### src/rtl/primus_mem_arbiter.sv
// Two-way memory port arbiter: instruction fetch vs. data (load/store), one
// outstanding transaction, data-priority with a streak cap so fetch always progresses.
module primus_mem_arbiter #(
    parameter int ADDR_W       = 32,
    parameter int DATA_W       = 32,
    parameter int MAX_D_STREAK = 4
) (
    input  logic                clk,
    input  logic                rst,
    input  logic                if_req_i,
    input  logic [ADDR_W-1:0]   if_addr_i,
    output logic                if_gnt_o,
    output logic                if_rvalid_o,
    output logic [DATA_W-1:0]   if_rdata_o,
    input  logic                d_req_i,
    input  logic                d_we_i,
    input  logic [DATA_W/8-1:0] d_be_i,
    input  logic [ADDR_W-1:0]   d_addr_i,
    input  logic [DATA_W-1:0]   d_wdata_i,
    output logic                d_gnt_o,
    output logic                d_rvalid_o,
    output logic [DATA_W-1:0]   d_rdata_o,
    output logic                mem_req_o,
    output logic                mem_we_o,
    output logic [DATA_W/8-1:0] mem_be_o,
    output logic [ADDR_W-1:0]   mem_addr_o,
    output logic [DATA_W-1:0]   mem_wdata_o,
    input  logic                mem_gnt_i,
    input  logic                mem_rvalid_i,
    input  logic [DATA_W-1:0]   mem_rdata_i
);

    typedef enum logic [1:0] {IDLE, WAIT_IF, WAIT_D} state_t;

    state_t     state_q, state_d;
    logic [3:0] streak_q, streak_d;
    logic       d_win, if_win;

    // Data wins unless fetch is waiting and data has already had its full streak.
    assign d_win  = d_req_i && (!if_req_i || (streak_q < 4'(MAX_D_STREAK)));
    assign if_win = if_req_i && !d_win;

    always_comb begin
        state_d     = state_q;
        streak_d    = streak_q;
        if_gnt_o    = 1'b0;
        if_rvalid_o = 1'b0;
        if_rdata_o  = '0;
        d_gnt_o     = 1'b0;
        d_rvalid_o  = 1'b0;
        d_rdata_o   = '0;
        mem_req_o   = 1'b0;
        mem_we_o    = 1'b0;
        mem_be_o    = '0;
        mem_addr_o  = '0;
        mem_wdata_o = '0;
        case (state_q)
            IDLE: begin
                if (d_win) begin
                    mem_req_o   = 1'b1;
                    mem_we_o    = d_we_i;
                    mem_be_o    = d_be_i;
                    mem_addr_o  = d_addr_i;
                    mem_wdata_o = d_wdata_i;
                    if (mem_gnt_i) begin
                        d_gnt_o = 1'b1;
                        state_d = WAIT_D;
                        if (if_req_i)
                            streak_d = (streak_q < 4'(MAX_D_STREAK)) ? streak_q + 4'd1 : streak_q;
                        else
                            streak_d = '0;
                    end
                end else if (if_win) begin
                    mem_req_o  = 1'b1;
                    mem_be_o   = '1;
                    mem_addr_o = if_addr_i;
                    if (mem_gnt_i) begin
                        if_gnt_o = 1'b1;
                        state_d  = WAIT_IF;
                        streak_d = '0;
                    end
                end
            end
            WAIT_IF: begin
                if (mem_rvalid_i) begin
                    if_rvalid_o = 1'b1;
                    if_rdata_o  = mem_rdata_i;
                    state_d     = IDLE;
                end
            end
            WAIT_D: begin
                if (mem_rvalid_i) begin
                    d_rvalid_o = 1'b1;
                    d_rdata_o  = mem_rdata_i;
                    state_d    = IDLE;
                end
            end
            default: state_d = IDLE;
        endcase
    end

    always_ff @(posedge clk or posedge rst) begin
        if (rst) begin
            state_q  <= IDLE;
            streak_q <= '0;
        end else begin
            state_q  <= state_d;
            streak_q <= streak_d;
        end
    end

endmodule

### config.mk
export PLATFORM = sky130hd
export DESIGN_NAME = primus_mem_arbiter
export DESIGN_NICKNAME = d
export VERILOG_FILES = /design/src/rtl/primus_mem_arbiter.sv
export SDC_FILE = /design/constraint.sdc
export NUM_CORES = 1
export LEC_CHECK = 0
export ABC_AREA = 0
export BUFFER_PORTS_ARGS = -buffer_cell sky130_fd_sc_hd__buf_2
export CELL_PAD_IN_SITES_DETAIL_PLACEMENT = 1
export CELL_PAD_IN_SITES_GLOBAL_PLACEMENT = 2
export CORE_UTILIZATION = 11
export DETAILED_ROUTE_END_ITERATION = 16
export GPL_ROUTABILITY_DRIVEN = 0
export PLACE_DENSITY = 0.94
export SETUP_SLACK_MARGIN = 0.3
export SLEW_MARGIN = 20
export SYNTH_ARGS = -nofsm -noshare
export SYNTH_HDL_FRONTEND = slang
export SYNTH_SLANG_ARGS = --single-unit
### constraint.sdc
create_clock -name clk -period 3.8 [get_ports clk]
set_clock_uncertainty 0.2 [all_clocks]
set_input_delay 0.19 -clock clk [delete_from_list [all_inputs] [get_ports clk]]
set_output_delay 0.19 -clock clk [all_outputs]
set_load 0.02 [all_outputs]
==> results of run 1 <==
==> critical path: stages, from the launching register on <==
cell	delay, ns
dfrtp_1	0.40
inv_1	0.10
ha_1	0.25
and2_1	0.15
buf_4	0.28
and2_1	0.17
buf_4	0.32
a22o_1	0.21
buf_2	0.17
==> cells in the final DEF, fill, tap and decap left out, drive strengths merged, types with 2 or more instances in the layout <==
cell    count
nor2        2
a22o       33
ha          4
and2        5
dfrtp       6
and3      100
a21o        4
inv         4
a32o        2
buf       279
o21ai       2
clkbuf      3
==> flip-flops by register name, summed over array words and instances (netlist names) <==
signal,cells
streak_q,4
state_q,2
==> layout make-up <==
class	count	area, um^2	share of cell area
Timing Repair Buffer	280	1410	0.464
Multi-Input combinational cell	165	1170	0.384
Tap cell	176	220	0.0723
Sequential cell	6	150	0.0493
Clock buffer	3	75.1	0.0247
Inverter	4	15.0	0.00493
Antenna cell	1	2.50	0.000822
==> through the flow <==
step / instances / area [um^2] / power (mW) / hold WS, ns
2_1_floorplan: 204 / 1500 / 0.865 / -0.219
3_3_place_gp: 630 / 2960 / 1.20 / -0.0884
3_5_place_dp: 630 / 2960 / 1.24 / -0.0756
4_1_cts: 634 / 3040 / 1.42 / 0.153
5_1_grt: 635 / 3050 / 1.50 / 0.181
6_report: 635 / 3050 / 1.40 / 0.154
==> what timing repair did <==
item                      4_1_cts  5_1_grt
hold buffers                    1        0
resized for setup               0        0
hold endpoints to repair        6        0
==> cell families after synthesis <==
family,after synthesis,synth area share
buf+inv,33,0.123
compound gates,47,0.265
flops,6,0.100
simple gates,114,0.478
fa+ha+maj,4,0.0334
==> worst min-delay path by stage <==
stage                                    to      from  cells past startpoint  slack (ns)
detailed placement  streak_q[0]$_DFFE_PP0P_       rst                      2       -0.08
global placement    streak_q[0]$_DFFE_PP0P_       rst                      2       -0.09
finish              streak_q[1]$_DFFE_PP0P_  if_req_i                      2        0.15
CTS                 streak_q[1]$_DFFE_PP0P_  if_req_i                      2        0.15
floorplan            state_q[0]$_DFFE_PP0P_       rst                      1       -0.22
global route        streak_q[1]$_DFFE_PP0P_  if_req_i                      2        0.18
==> routing by layer <==
metal | up-vias | track usage | share of wire
met2 | 174 | 0.251 | 0.54
met3 | 11 | 0.0183 | 0.092
met5 | - | 0 | 0
li1 | 1291 | - | -
met4 | 0 | 0.0411 | 0.019
met1 | 1240 | 0.108 | 0.34
==> Yosys cell counts <==
library cell | count | area share
ha_1 | 4 | 0.033
nor2b_1 | 1 | 0.0042
o2bb2ai_1 | 1 | 0.0059
and3_4 | 1 | 0.0075
clkbuf_1 | 20 | 0.050
a22o_1 | 33 | 0.19
o21ai_0 | 2 | 0.0067
or3b_1 | 1 | 0.0059
nand4b_1 | 1 | 0.0059
buf_8 | 3 | 0.030
a211oi_1 | 1 | 0.0050
o221ai_1 | 1 | 0.0059
and2_1 | 5 | 0.021
nand4_1 | 1 | 0.0042
buf_2 | 3 | 0.010
nand2_1 | 1 | 0.0025
and3_2 | 1 | 0.0050
nor3_1 | 1 | 0.0033
inv_1 | 4 | 0.010
and3_1 | 98 | 0.41
nor2_1 | 2 | 0.0050
a32o_1 | 2 | 0.013
nand2b_1 | 1 | 0.0042
buf_6 | 3 | 0.023
a21boi_0 | 1 | 0.0050
dfrtp_1 | 6 | 0.10
a21o_1 | 4 | 0.020
o21a_1 | 1 | 0.0050
o211ai_1 | 1 | 0.0050
==> power by group through the flow <==
stage               clock (mW)  sequential [mW]  combinational, mW
finish                   0.172           0.0968               1.13
global route             0.180           0.0984               1.22
CTS                      0.175           0.0966               1.15
detailed placement           0           0.0979               1.14
global placement             0           0.0930               1.11
floorplan                    0           0.0917              0.774
==> summary.txt, run 1 <==
first-pass GRT wire length -> 13400 um
crit path to -> mem_addr_o[5]
GRT overflow -> 0
Die ar. -> 14100 um^2
pre-CTS WS -> 1.32 ns
Max Cap Violations -> 0
flop2flop setup slack -> 1.82 ns
fillcell total -> 1721
clock-pin slew on the worst setup and hold paths -> 0.03 ns
Period minus WS final -> 2.71 ns
setup TNS -> 0 ns
port bufs -> 276
Worst Path Required -> 3.41 ns
status -> completed
chip height -> 119 um
Final Cycle Share -> 0.712
largest fanout on the critical path -> 37
register share of total power -> 0.069
Worst-Margin Slew -> 1.08 ns
Layout Nets -> 603
Leak -> 2.22 nW
P_int -> 0.640 mW
die width -> 119 um
# clock sinks -> 6
initial antenna violation count -> 1
maximum clock rate -> 369 MHz
crit path DAT -> 2.32 ns
vias per inst -> 4.28
Syn. warnings -> 0
vias in the first global route -> 2755
clock share of power -> 0.123
DRT Wirelength -> 9030 um
Setup crit start -> state_q[0]$_DFFE_PP0P_
Final setup viols -> 0
Peak VDD IR -> 88.2 uV
post-synthesis sequential area ratio -> 0.100
Max-Slew Margin vs Limit -> 0.283
Slew Limit Fails -> 0
largest net degree at the start of global routing -> 69
sw frac -> 0.543
Critical Path Sink Type -> output pin
Max Root-Sink Buffers -> 2
Starting Density -> 0.113
root buffer cell -> clkbuf_16
wire per inst -> 14.2 um
Yosys reg bits -> 6
All-Layer GR Usage -> 0.117
DR pass1 iterations -> 6
P&R area growth vs syn -> 104%
area of the core -> 13200 um^2
Crit Path Category -> reg -> out
Setup Buffers After CTS -> 0
Mapped Cells -> 204
# DRC -> 0
share of post-route cells with drive strength above 1 -> 0.624
total CTS buffers -> 3
Hold Crit Class -> in -> reg
post-DP HPWL -> 7340 um
CTS H-Tree Depth -> 1
Worst R2R Start -> state_q[0]$_DFFE_PP0P_
Core Util, Final -> 0.230
r2r worst-path depth -> 6
first-iteration detailed-routing DRC count -> 65
Mean Syn Cell Area -> 7.34 um^2
CTS tree -> built
end of the worst register-to-register path -> streak_q[1]$_DFFE_PP0P_
row count -> 42
Cell variety after synth -> 29
Final ANT Viol Nets -> 0
combinational share of power -> 0.808
DR vias -> 2716
Net Sw Power -> 0.761 mW
Power per Cell Area -> 460 nW/um^2
syn_nets -> 347
Skew-Pair Late Insertion Delay -> 0.23 ns
Final Hold Viols -> 0
final worst slack -> 1.09 ns
RSZ-0062 raised after global routing -> no
# IOs -> 277
crit path launch type -> register
Post-Syn Area -> 1500 um^2
Note: power is estimated with default switching activity, not from simulation.
==> run 2, diff against run 1 <==
- CORE_UTILIZATION: 11 -> 10
- PLACE_DENSITY: 0.94 -> 0.9
- clock period: 3.8 -> 2.2 ns (I/O delays scaled with it)
==> summary.txt, run 2 (synthesized netlist as in run 1, its figures left out) <==
r2r worst-path depth -> 7 (was 6)
Finished Cell Area -> 3920 um^2 (was 3050 um^2)
Setup crit start -> state_q[0]$_DFFE_PP0P_ (unchanged)
DR pass1 iterations -> 4 (was 6)
Leak -> 2.57 nW (was 2.22 nW)
Core Util, Final -> 0.269 (was 0.230)
Slowest cell on crit path -> dfrtp_1 (unchanged)
combinational share of power -> 0.864 (was 0.808)
sw frac -> 0.468 (was 0.543)
Die ar. -> 15500 um^2 (was 14100 um^2)
P_int -> 1.77 mW (was 0.640 mW)
DRT Wirelength -> 10900 um (was 9030 um)
Non-Filler Instances -> 665 (was 635)
Worst R2R Start -> state_q[0]$_DFFE_PP0P_ (unchanged)
DP Cell Count -> 642 (was 630)
Skew-Pair Late Insertion Delay -> 0.23 ns (about the same)
share of post-route cells with drive strength above 1 -> 0.711 (was 0.624)
first-iteration detailed-routing DRC count -> 69 (was 65)
Worst-Margin Slew -> 0.436 ns (was 1.08 ns)
Period minus WS final -> 2.02 ns
port bufs -> 276 (unchanged)
n_diodes -> 0 (was 1)
Pwr Total -> 3.33 mW (was 1.40 mW)
Max Root-Sink Buffers -> 2 (unchanged)
Final ANT Viol Nets -> 0 (unchanged)
Post-DP Area -> 3240 um^2 (was 2960 um^2)
most frequent cells in the layout -> buf_2, and3_1, buf_6 (was buf_2, and3_1, a22o_1)
Final Hold Viols -> 0 (unchanged)
Power per Cell Area -> 848 nW/um^2 (was 460 nW/um^2)
Crit Path Category -> reg -> out (unchanged)
Largest regs -> streak_q: 4 flops, state_q: 2 flops (unchanged)
hold_sp -> mem_gnt_i (was if_req_i)
Final Cycle Share -> 0.920
Final setup viols -> 0 (unchanged)
crit path launch type -> register (unchanged)
CP max stage delay -> 0.36 ns (was 0.40 ns)
wire per inst -> 16.4 um (was 14.2 um)
CTS tree -> built (unchanged)
Max Cap Violations -> 0 (unchanged)
end of the worst register-to-register path -> streak_q[1]$_DFFE_PP0P_ (unchanged)
Net Sw Power -> 1.56 mW (was 0.761 mW)
post-DP HPWL -> 7510 um (was 7340 um)
CTS H-Tree Depth -> 1 (unchanged)
# IOs -> 277 (unchanged)
row count -> 44 (was 42)
# DRC -> 0 (unchanged)
setup TNS -> 0 ns (unchanged)
vias per inst -> 4.25 (was 4.28)
Fin Hold WS -> 0.129 ns (was 0.154 ns)
GRT overflow -> 0 (unchanged)
All-Layer GR Usage -> 0.125 (was 0.117)
pre-CTS WS -> 0.157 ns (was 1.32 ns)
Peak VDD IR -> 192 uV (was 88.2 uV)
root buffer cell -> clkbuf_16 (unchanged)
vias in the first global route -> 2875 (was 2755)
most common cell after layout, fill and taps aside -> buf_2 (unchanged)
Layout Nets -> 626 (was 603)
RSZ-0062 raised after global routing -> yes (was no)
Hold Crit Class -> in -> reg (unchanged)
crit path DAT -> 1.71 ns (was 2.32 ns)
Max-Slew Margin vs Limit -> 0.708 (was 0.283)
CP cell instances -> inv_2, ha_4, and2_4, and2_4, clkbuf_16, a22o_4, buf_6 (was inv_1, ha_1, and2_1, buf_4, and2_1, buf_4, a22o_1, buf_2)
first-pass GRT wire length -> 15600 um (was 13400 um)
initial antenna violation count -> 0 (was 1)
die width -> 124 um (was 119 um)
largest fanout on the critical path -> 6 (was 37)
P&R area growth vs syn -> 162% (was 104%)
Hold Path Sink -> state_q[1]$_DFFE_PP0P_ (was streak_q[1]$_DFFE_PP0P_)
clock share of power -> 0.087 (was 0.123)
Slew Limit Fails -> 0 (unchanged)
flop2flop setup slack -> 0.43 ns (was 1.82 ns)
status -> completed (unchanged)
area of the core -> 14600 um^2 (was 13200 um^2)
max reg flops -> 4 (unchanged)
# clock sinks -> 6 (unchanged)
total CTS buffers -> 3 (unchanged)
clock-pin slew on the worst setup and hold paths -> 0.03 ns (about the same)
Crit path top cell by count -> and2_4
final worst slack -> 0.177 ns (was 1.09 ns)
Hold Path Depth -> 3 (was 2)
DR vias -> 2823 (was 2716)
largest net degree at the start of global routing -> 50 (was 69)
Worst Path Required -> 1.89 ns (was 3.41 ns)
Starting Density -> 0.103 (was 0.113)
register share of total power -> 0.049 (was 0.069)
maximum clock rate -> 494 MHz
Biggest register -> streak_q (unchanged)
chip height -> 124 um (was 119 um)
Critical Path Sink Type -> output pin (unchanged)
run 2: cell types whose count changed in the layout (fill, tap and decap cells not counted), moves of 5 or more:
cell	change
buf_2	-42
buf_4	+10
buf_6	+38
a22o_1	-26
and3_4	+8
clkbuf_16	+5
buf_12	+5
a22o_4	+26
run 2: critical path: cells and delay by family, from the launching register on:
kind / cells / cell delay (ns)
buf+inv: 3 / 0.37
flops: 1 / 0.36
simple gates: 2 / 0.37
compound gates: 1 / 0.24
fa+ha+maj: 1 / 0.15
run 2: worst max-delay path by stage:
stage,slack [ns],endpoint
floorplan,0.31,mem_addr_o[10]
global placement,0.23,mem_addr_o[4]
detailed placement,0.16,mem_addr_o[3]
CTS,0.17,mem_addr_o[3]
global route,0.11,mem_addr_o[23]
finish,0.18,mem_addr_o[23]
run 2: power by group through the flow:
stage / combinational [mW] / clock [mW] / sequential [mW]
final: 2.87 / 0.290 / 0.163
after global routing: 3.05 / 0.308 / 0.167
after CTS: 2.55 / 0.298 / 0.163
after detailed placement: 2.17 / 0 / 0.165
after global placement: 2.15 / 0 / 0.162
after floorplan: 1.55 / 0 / 0.158
run 2: layout make-up:
type                    count  area, um^2
inverters                   4        15.0
fillers                  1791       10700
multi-input cells         171        1490
clock buffers               3        75.1
repair buffers            297        1960
well taps                 184         230
flip-flops and latches      6         150
run 2: timing repair:
action / in CTS / in global routing
cloned: 7 / 5
pin swaps: 4 / 9
setup buffers: 5 / 2
hold buffers: 1 / 0
endpoints found under the hold margin: 6 / 0
resized for setup: 64 / 42
endpoints found under the setup margin: 71 / 68
run 2: routing by layer:
| layer | wire length, um | vias up | GRT usage |
|---|---|---|---|
| met1 | 4060 | 1309 | 0.137 |
| li1 | - | 1350 | - |
| met5 | 0 | - | 0 |
| met3 | 761 | 8 | 0.0292 |
| met4 | 89 | 0 | 0.0156 |
| met2 | 5960 | 156 | 0.245 |
==> run 3, diff against run 2 <==
- PLACE_DENSITY: 0.9 -> not set
- PLACE_DENSITY_LB_ADDON: not set -> 0.1
==> summary.txt, run 3 (synthesized netlist as in run 1, its figures left out) <==
DR WL met3 -> 725 um (was 761 um)
Fin Hold WS -> 0.0987 ns (was 0.129 ns)
pre-CTS WS -> 0.180 ns (was 0.157 ns)
GRT overflow -> 0 (unchanged)
Worst R2R Start -> state_q[1]$_DFFE_PP0P_ (was state_q[0]$_DFFE_PP0P_)
post-DP HPWL -> 7560 um (was 7510 um)
wire per inst -> 15.6 um (was 16.4 um)
final worst slack -> 0.169 ns (was 0.177 ns)
max reg flops -> 4 (unchanged)
Biggest register -> streak_q (unchanged)
Crit Path Category -> reg -> out (unchanged)
setup TNS -> 0 ns (unchanged)
chip height -> 124 um (unchanged)
Met1 Wirelength -> 3630 um (was 4060 um)
Period minus WS final -> 2.03 ns (was 2.02 ns)
root buffer cell -> clkbuf_16 (unchanged)
crit path DAT -> 1.72 ns (was 1.71 ns)
RSZ-0062 raised after global routing -> yes (unchanged)
vias in the first global route -> 2771 (was 2875)
vias per inst -> 4.24 (was 4.25)
largest fanout on the critical path -> 8 (was 6)
most frequent cells in the layout -> buf_2, and3_1, buf_6 (unchanged)
Max-Slew Margin vs Limit -> 0.707 (was 0.708)
status -> completed (unchanged)
flop2flop setup slack -> 0.49 ns (was 0.43 ns)
Skew-Pair Late Insertion Delay -> 0.23 ns (about the same)
row count -> 44 (unchanged)
metal2 WL -> 5980 um (was 5960 um)
Hold Crit Class -> in -> reg (unchanged)
max layer used -> met4 (unchanged)
port bufs -> 276 (unchanged)
Max Cap Violations -> 0 (unchanged)
area of the core -> 14600 um^2 (unchanged)
# clock sinks -> 6 (unchanged)
Leak -> 2.54 nW (was 2.57 nW)
Worst Path Required -> 1.89 ns (about the same)
Hold Path Depth -> 3 (unchanged)
CP cell instances -> or3b_4, and3_4, a22o_4, buf_6 (was inv_2, ha_4, and2_4, and2_4, clkbuf_16, a22o_4, buf_6)
initial antenna violation count -> 0 (unchanged)
CP max stage delay -> 0.47 ns (was 0.36 ns)
first-iteration detailed-routing DRC count -> 79 (was 69)
crit path launch type -> register (unchanged)
clock-pin slew on the worst setup and hold paths -> 0.03 ns (about the same)
largest net degree at the start of global routing -> 38 (was 50)
total CTS buffers -> 3 (unchanged)
Slew Limit Fails -> 0 (unchanged)
Worst-Margin Slew -> 0.438 ns (was 0.436 ns)
P&R area growth vs syn -> 153% (was 162%)
r2r worst-path depth -> 6 (was 7)
Final Cycle Share -> 0.923 (was 0.920)
Worst Path Buf+Inv -> 1 (was 3)
DR pass1 iterations -> 4 (unchanged)
Slowest cell on crit path -> or3b_4 (was dfrtp_1)
Pwr Total -> 3.14 mW (was 3.33 mW)
Layout Nets -> 625 (was 626)
All-Layer GR Usage -> 0.123 (was 0.125)
DP Cell Count -> 642 (unchanged)
first-pass GRT wire length -> 15400 um (was 15600 um)
Starting Density -> 0.103 (unchanged)
Critical Path Sink Type -> output pin (unchanged)
end of the worst register-to-register path -> streak_q[2]$_DFFE_PP0P_ (was streak_q[1]$_DFFE_PP0P_)
CTS H-Tree Depth -> 1 (unchanged)
n_diodes -> 0 (unchanged)
Hold Path Sink -> state_q[0]$_DFFE_PP0P_ (was state_q[1]$_DFFE_PP0P_)
CP top delay family -> simple AND/OR/NAND/NOR gates (was buffers and inverters)
CTS tree -> built (unchanged)
Final ANT Viol Nets -> 0 (unchanged)
# IOs -> 277 (unchanged)
die width -> 124 um (unchanged)
# DRC -> 0 (unchanged)
Non-Filler Instances -> 664 (was 665)
Final Hold Viols -> 0 (unchanged)
maximum clock rate -> 492 MHz (was 494 MHz)
share of post-route cells with drive strength above 1 -> 0.708 (was 0.711)
DRT Wirelength -> 10400 um (was 10900 um)
Final setup viols -> 0 (unchanged)
Peak VDD IR -> 232 uV (was 192 uV)
Power per Cell Area -> 830 nW/um^2 (was 848 nW/um^2)
hold_sp -> mem_gnt_i (unchanged)
most common cell after layout, fill and taps aside -> buf_2 (unchanged)
Largest regs -> streak_q: 4 flops, state_q: 2 flops (unchanged)
Die ar. -> 15500 um^2 (unchanged)
DR vias -> 2818 (was 2823)
Max Root-Sink Buffers -> 2 (unchanged)
[run 3: cell type report]
cell class / count / area [um^2]
sequential: 6 / 150
inverter: 4 / 15.0
clock buffer: 3 / 75.1
tap: 184 / 230
multi-input combinational: 171 / 1490
fill: 1789 / 10800
timing repair buffer: 296 / 1820
[run 3: worst max path at each step]
stage,start,end,depth (start not counted)
finish,streak_q[3]$_DFFE_PP0P_,mem_addr_o[22],4
detailed placement,state_q[0]$_DFFE_PP0P_,mem_addr_o[5],7
CTS,streak_q[3]$_DFFE_PP0P_,mem_addr_o[29],4
global route,state_q[0]$_DFFE_PP0P_,mem_addr_o[13],7
floorplan,state_q[0]$_DFFE_PP0P_,mem_addr_o[10],8
global placement,state_q[0]$_DFFE_PP0P_,mem_addr_o[5],7
[run 3: timing repair]
item                                    in CTS  in global routing
cloned                                       7                  2
endpoints found under the setup margin      71                 90
resized for setup                           68                 13
pin swaps                                    6                  2
endpoints found under the hold margin        6                  0
hold buffers                                 1                  0
buffers inserted                             7                  2
[run 3: through the flow]
step,instance area (um^2),util
6_report,3780,0.259
3_3_place_gp,3240,0.222
3_5_place_dp,3240,0.222
2_1_floorplan,1760,-
5_1_grt,3780,0.259
4_1_cts,3670,0.252
[run 3: metal layers]
| metal | track usage | vias up |
|---|---|---|
| li1 | - | 1348 |
| met1 | 0.125 | 1320 |
| met2 | 0.254 | 148 |
| met3 | 0.0288 | 2 |
| met4 | 0.0106 | 0 |
| met5 | 0 | - |
[run 3: worst min-delay path: cells and delay by family]
family	cells	cell delay [ns]
AND/OR/NAND/NOR	1	0.11
AO/OA/AOI/OAI	1	0.11
buffers and inverters	1	0.12
[run 3: power by group]
group          switching (mW)  total (mW)  internal (mW)
sequential             0.0221       0.163          0.141
clock                  0.0605       0.294          0.233
combinational            1.42        2.68           1.26
total                    1.50        3.14           1.64
